### config.mk
export PLATFORM = sky130hd
export DESIGN_NAME = cmd_frame_parser
export DESIGN_NICKNAME = d
export VERILOG_FILES = /design/src/rtl/cmd_frame_parser.sv
export SDC_FILE = /design/constraint.sdc
export NUM_CORES = 1
export LEC_CHECK = 0
export CELL_PAD_IN_SITES_DETAIL_PLACEMENT = 1
export CELL_PAD_IN_SITES_GLOBAL_PLACEMENT = 1
export CORE_UTILIZATION = 30
export DETAILED_ROUTE_END_ITERATION = 8
export GPL_ROUTABILITY_DRIVEN = 0
export GPL_TIMING_DRIVEN = 0
export PLACE_DENSITY = 0.65
export SYNTH_ARGS = -nofsm -noshare
export SYNTH_HDL_FRONTEND = slang
export SYNTH_SLANG_ARGS = --single-unit
### constraint.sdc
create_clock -name clk -period 4.1 [get_ports clk]
set_input_delay 0.615 -clock clk [delete_from_list [all_inputs] [get_ports clk]]
set_output_delay 0.615 -clock clk [all_outputs]
set_load 0.05 [all_outputs]
### src/rtl/cmd_frame_parser.sv
// Command frame parser: pulls 8-byte frames (HDR0 HDR1 CMD ARG P0 P1 P2 CHK)
// out of a command RX FIFO, validates header, checksum and command code, and
// drives the CPU switch outputs. Define CMD_REPLY_EN to enable the 4-byte
// status reply to the CPU UART TX FIFOs; without it the reply path is absent.
module cmd_frame_parser #(
  parameter int         UART_FIFO_COUNTER_W = 8,
  parameter logic [7:0] HDR0                = 8'hEB,
  parameter logic [7:0] HDR1                = 8'h90
) (
  input  logic                           clk,
  input  logic                           rst_n,
  input  logic [UART_FIFO_COUNTER_W-1:0] com_count,
  input  logic [7:0]                     rec_command,
  output logic                           com_pop,
  input  logic                           switch,
  output logic                           force_swi,
  output logic                           com_swi,
  output logic                           error,
  output logic [7:0]                     bad_cnt,
  output logic [7:0]                     tdr_cpuAB,
  output logic                           tf_push_cpuAB
);

  localparam logic [UART_FIFO_COUNTER_W-1:0] FRAME_LEN = UART_FIFO_COUNTER_W'(8);

  typedef enum logic [2:0] {
    S_IDLE,
    S_POP,
    S_WAIT,
    S_CHECK,
    S_EXEC
`ifdef CMD_REPLY_EN
    , S_REPLY
`endif
  } state_t;

  state_t     r_state;
  logic [2:0] r_k;
  logic [7:0] r_frame [0:7];
  logic       r_frame_ok;
  logic       r_com_pop;
  logic       r_force_swi;
  logic       r_com_swi;
  logic       r_error;
  logic [7:0] r_bad_cnt;

  logic [7:0] w_sum;
  logic       w_cmd_ok;
  logic       w_hdr_bad;

  // Checksum covers CMD..P2; only commands 01..03 are recognised.
  assign w_sum     = r_frame[2] + r_frame[3] + r_frame[4] + r_frame[5] + r_frame[6];
  assign w_cmd_ok  = (r_frame[2] == 8'h01) || (r_frame[2] == 8'h02) || (r_frame[2] == 8'h03);
  // Header resync: a wrong byte 0 or byte 1 drops the partial frame.
  assign w_hdr_bad = ((r_k == 3'd0) && (rec_command != HDR0)) ||
                     ((r_k == 3'd1) && (rec_command != HDR1));

`ifdef CMD_REPLY_EN
  logic [2:0] r_rep_cnt;
  logic [7:0] r_tdr;
  logic       r_push;
`endif

  // Frame FSM with all strobes and levels registered.
  always_ff @(posedge clk or negedge rst_n) begin
    if (!rst_n) begin
      r_state     <= S_IDLE;
      r_k         <= 3'd0;
      r_frame_ok  <= 1'b0;
      r_com_pop   <= 1'b0;
      r_force_swi <= 1'b0;
      r_com_swi   <= 1'b0;
      r_error     <= 1'b0;
      r_bad_cnt   <= 8'h00;
      for (int i = 0; i < 8; i++) r_frame[i] <= 8'h00;
`ifdef CMD_REPLY_EN
      r_rep_cnt   <= 3'd0;
      r_tdr       <= 8'h00;
      r_push      <= 1'b0;
`endif
    end else begin
      r_com_pop   <= 1'b0;
      r_force_swi <= 1'b0;
`ifdef CMD_REPLY_EN
      r_push      <= 1'b0;
`endif
      case (r_state)
        S_IDLE: begin
          r_k <= 3'd0;
          if (com_count >= FRAME_LEN) begin
            r_com_pop <= 1'b1;
            r_state   <= S_POP;
          end
        end
        S_POP: begin
          r_state <= S_WAIT;
        end
        S_WAIT: begin
          r_frame[r_k] <= rec_command;
          if (w_hdr_bad) begin
            r_k     <= 3'd0;
            r_state <= S_IDLE;
          end else if (r_k == 3'd7) begin
            r_k     <= 3'd0;
            r_state <= S_CHECK;
          end else begin
            r_k       <= r_k + 3'd1;
            r_com_pop <= 1'b1;
            r_state   <= S_POP;
          end
        end
        S_CHECK: begin
          r_frame_ok <= (r_frame[0] == HDR0) && (r_frame[1] == HDR1) &&
                        (w_sum == r_frame[7]) && w_cmd_ok;
          r_state    <= S_EXEC;
        end
        S_EXEC: begin
          r_state <= S_IDLE;
          if (!r_frame_ok) begin
            r_error <= 1'b1;
            if (r_bad_cnt != 8'hFF) r_bad_cnt <= r_bad_cnt + 8'd1;
          end else begin
            r_error <= 1'b0;
            if (r_frame[2] == 8'h01) begin
              r_com_swi   <= 1'b0;
              r_force_swi <= 1'b1;
            end else if (r_frame[2] == 8'h02) begin
              r_com_swi   <= 1'b1;
              r_force_swi <= 1'b1;
            end
`ifdef CMD_REPLY_EN
            r_rep_cnt <= 3'd0;
            r_state   <= S_REPLY;
`endif
          end
        end
`ifdef CMD_REPLY_EN
        S_REPLY: begin
          // Even counts push a byte, odd counts are gaps between pushes.
          if (!r_rep_cnt[0]) begin
            r_push <= 1'b1;
            case (r_rep_cnt[2:1])
              2'd0:    r_tdr <= HDR0;
              2'd1:    r_tdr <= HDR1;
              2'd2:    r_tdr <= r_frame[2];
              default: r_tdr <= {5'b0, r_error, r_com_swi, switch};
            endcase
          end
          if (r_rep_cnt == 3'd6) begin
            r_rep_cnt <= 3'd0;
            r_state   <= S_IDLE;
          end else begin
            r_rep_cnt <= r_rep_cnt + 3'd1;
          end
        end
`endif
        default: r_state <= S_IDLE;
      endcase
    end
  end

  assign com_pop   = r_com_pop;
  assign force_swi = r_force_swi;
  assign com_swi   = r_com_swi;
  assign error     = r_error;
  assign bad_cnt   = r_bad_cnt;

`ifdef CMD_REPLY_EN
  assign tdr_cpuAB     = r_tdr;
  assign tf_push_cpuAB = r_push;
`else
  logic w_unused_switch;
  assign w_unused_switch = switch;
  assign tdr_cpuAB       = 8'h00;
  assign tf_push_cpuAB   = 1'b0;
`endif

endmodule

==> metrics.txt <==
status completed; CP peak stage delay 0.57 ns; drt pass-1 iters 4; Slew Limit Fails 0; CTS Sinks 83; CP required 4.34 ns; setup slack on the worst flop-to-flop path 0.48 ns; final hold violation count 0; Psw 0.836 mW; CP startpoint kind flop; DP HPWL 6.27 mm; yosys warns 0; IO Count 40; core area 14000 µm²; Routed Antenna Nets 0; die area 14900 µm²; most frequent cells in the layout 83 x dfrtp_1, 64 x mux2_1, 20 x fa_1; Yosys top cell area share 48.0%; Initial Util 30.9%; WS Path Type flop to flop; Synth area leaders dfrtp_1 48%, mux2_1 17%, fa_1 9.3%, xnor2_1 3.8%, ha_1 3.8%; clk_lat worst skew 0.34 ns; buffer and inverter count on the worst path 1; Num CTS Buffers 9; multi-input logic area 2090 µm²; Tcrit/Tclk final 88.3%; part of the power in combinational logic 29.2%; overall routing resource usage 13.4%; Sw Share 33.6%; initial antenna violation count 0; Detailed Route Iter0 Violations 96; Vias 2563; GRT overflow 0; DP Area 4780 µm²; vias in the first global route 2850; sequential cell area fraction in the yosys report 48.0%; Reg clk slew, reported paths 0.06 ns; final setup vio count 0; diode count 0; H-tree lvl count 3; asr flop ratio synth 100%; cell mode on critical path fa_1; nets 421; fillers 1534; post-route cell area 5060 µm²; Die Y 122 µm; PwrDens 492 nW/µm²; clock share of power 30.2%; cell area after synthesis 4320 µm²; chip width 122 µm; routed len/inst 15.5 µm; FF+latch area 2080 µm²; max-cap violation count 0; most common cell after layout, fill and taps aside dfrtp_1; Crit. End Element flop; # Post-CTS Setup Buffers 0; slew margin rel. 55.7%; clk_skew 0.00781 ns; Flop pwr share 40.5%; Yosys cell types 45; Tightest Pin Transition 0.655 ns; Top FF cell, synth dfrtp_1; post-cts sizing count 0; post-layout util 36.2%; CTS tree yes; worst min path class input pin to async pin; Peak VDD IR 0.000233 V; P&R area growth vs syn 17.1%; first-pass GRT wire length 14.7 mm; Top delay family on crit path adder cells; RSZ-0062 raised after global routing no; WP data arrival 3.86 ns; Int Power 1.65 mW; post-layout min period 3.62 ns; Mapped Cells 331; clock buffer depth 2; Yosys reg bits 83; CP max FO 2; DRT Wirelength 8.60 mm; Mean Syn Cell Area 13.1 µm²; Critical-path top delay cell fa_1; largest net degree at the start of global routing 54; largest area contributor in the netlist dfrtp_1; Residual DRC 0; CTS root buffer clkbuf_16; IO Port Bufs 18; share of layout cells above drive strength 1 12.0%; CTS Hold Bufs 0; FP Rows 43; Via density 4.63; CP Cell Sequence fa_1 > fa_1 > fa_1 > ha_1 > inv_1 > fa_1 > xnor2_1 > nor4_1 > nand4_1 > o32ai_1; Post-synth EDFFs 0; Fmax 276 MHz; leakage power 2.23 nW
synthesized netlist by cell type, types with 6 or more instances:
cell and n:
a21oi_1 6, buf_4 11, nor2_1 13, fa_1 20
nand2_1 11, inv_1 17, dfrtp_1 83, xnor2_1 19
xor2_1 6, ha_1 13, nand2_2 6, mux2_1 64
worst register-to-register path, cell delays in order (launching register included):
cell and delay [ns]:
dfrtp_1 0.40, fa_1 0.57, fa_1 0.46, fa_1 0.54
ha_1 0.17, inv_1 0.06, fa_1 0.48, xnor2_1 0.15
nor4_1 0.30, nand4_1 0.15, o32ai_1 0.26
cell families (layout without fill, tap and decap cells):
kind of cell               Yosys count  count (layout)  synth area share (%)
AOI/OAI and AO/OA                   24              24                  3.79
xor gates and xnor gates            27              27                  5.96
adders and majority gates           33              33                  13.0
buffers and inverters               38              73                  4.31
DFF                                 83              83                  48.0
muxes                               65              65                  16.9
other                                1               9                0.0867
and+or+nand+nor                     60              60                  7.84
metal layers:
layer | part of all wire (%) | GRT usage [%] | routed length [µm]
met4 | 1.9 | 5.32 | 160
met2 | 49 | 21.8 | 4200
met3 | 2.9 | 3.14 | 250
met5 | 0 | 0 | 0
met1 | 46 | 17.1 | 3990
through the flow:
step	power, mW	setup WS (ns)	TNS, ns	hold WS [ns]	std cells
after floorplan	1.56	0.793	0	0.319	339
after global placement	1.74	-0.610	-50.06	0.453	537
after detailed placement	1.77	0.541	0	0.466	538
after CTS	2.54	0.508	0	0.215	554
after global routing	2.65	0.233	0	0.244	554
final	2.49	0.479	0	0.212	554
area by class of cell:
class	instances	share of cell area, %
multi-input cells	218	41.3
flip-flops and latches	83	41.0
clock buffers	9	4.45
well taps	180	4.45
repair buffers	19	4.05
plain buffers	20	2.35
inverters	18	1.33
clock inverters	7	1.06
registers in the layout, indices dropped and copies added (netlist names):
name,flops
r_k,3
force_swi,1
com_pop,1
r_state,3
bad_cnt,8
com_swi,1
r_frame_ok,1
error,1
r_frame,64
power groups by stage:
stage / Combinational, mW / Clock [mW] / Sequential, mW
6_report: 0.728 / 0.752 / 1.01
3_3_place_gp: 0.721 / 0 / 1.02
5_1_grt: 0.815 / 0.814 / 1.03
3_5_place_dp: 0.739 / 0 / 1.03
2_1_floorplan: 0.452 / 0 / 1.10
4_1_cts: 0.744 / 0.784 / 1.01
final timing paths:
check / from / cells after the start / to
worst max-delay path: r_frame[9] / 10 / r_frame_ok
worst min register to register: r_frame_ok / 1 / error
min in group clk: r_frame_ok / 1 / error
worst min-delay path: rst_n / 1 / r_frame[35]
max in group asynchronous: rst_n / 2 / r_frame[30]
worst max register to register: r_frame[9] / 10 / r_frame_ok
Note: power is estimated with default switching activity, not from simulation.
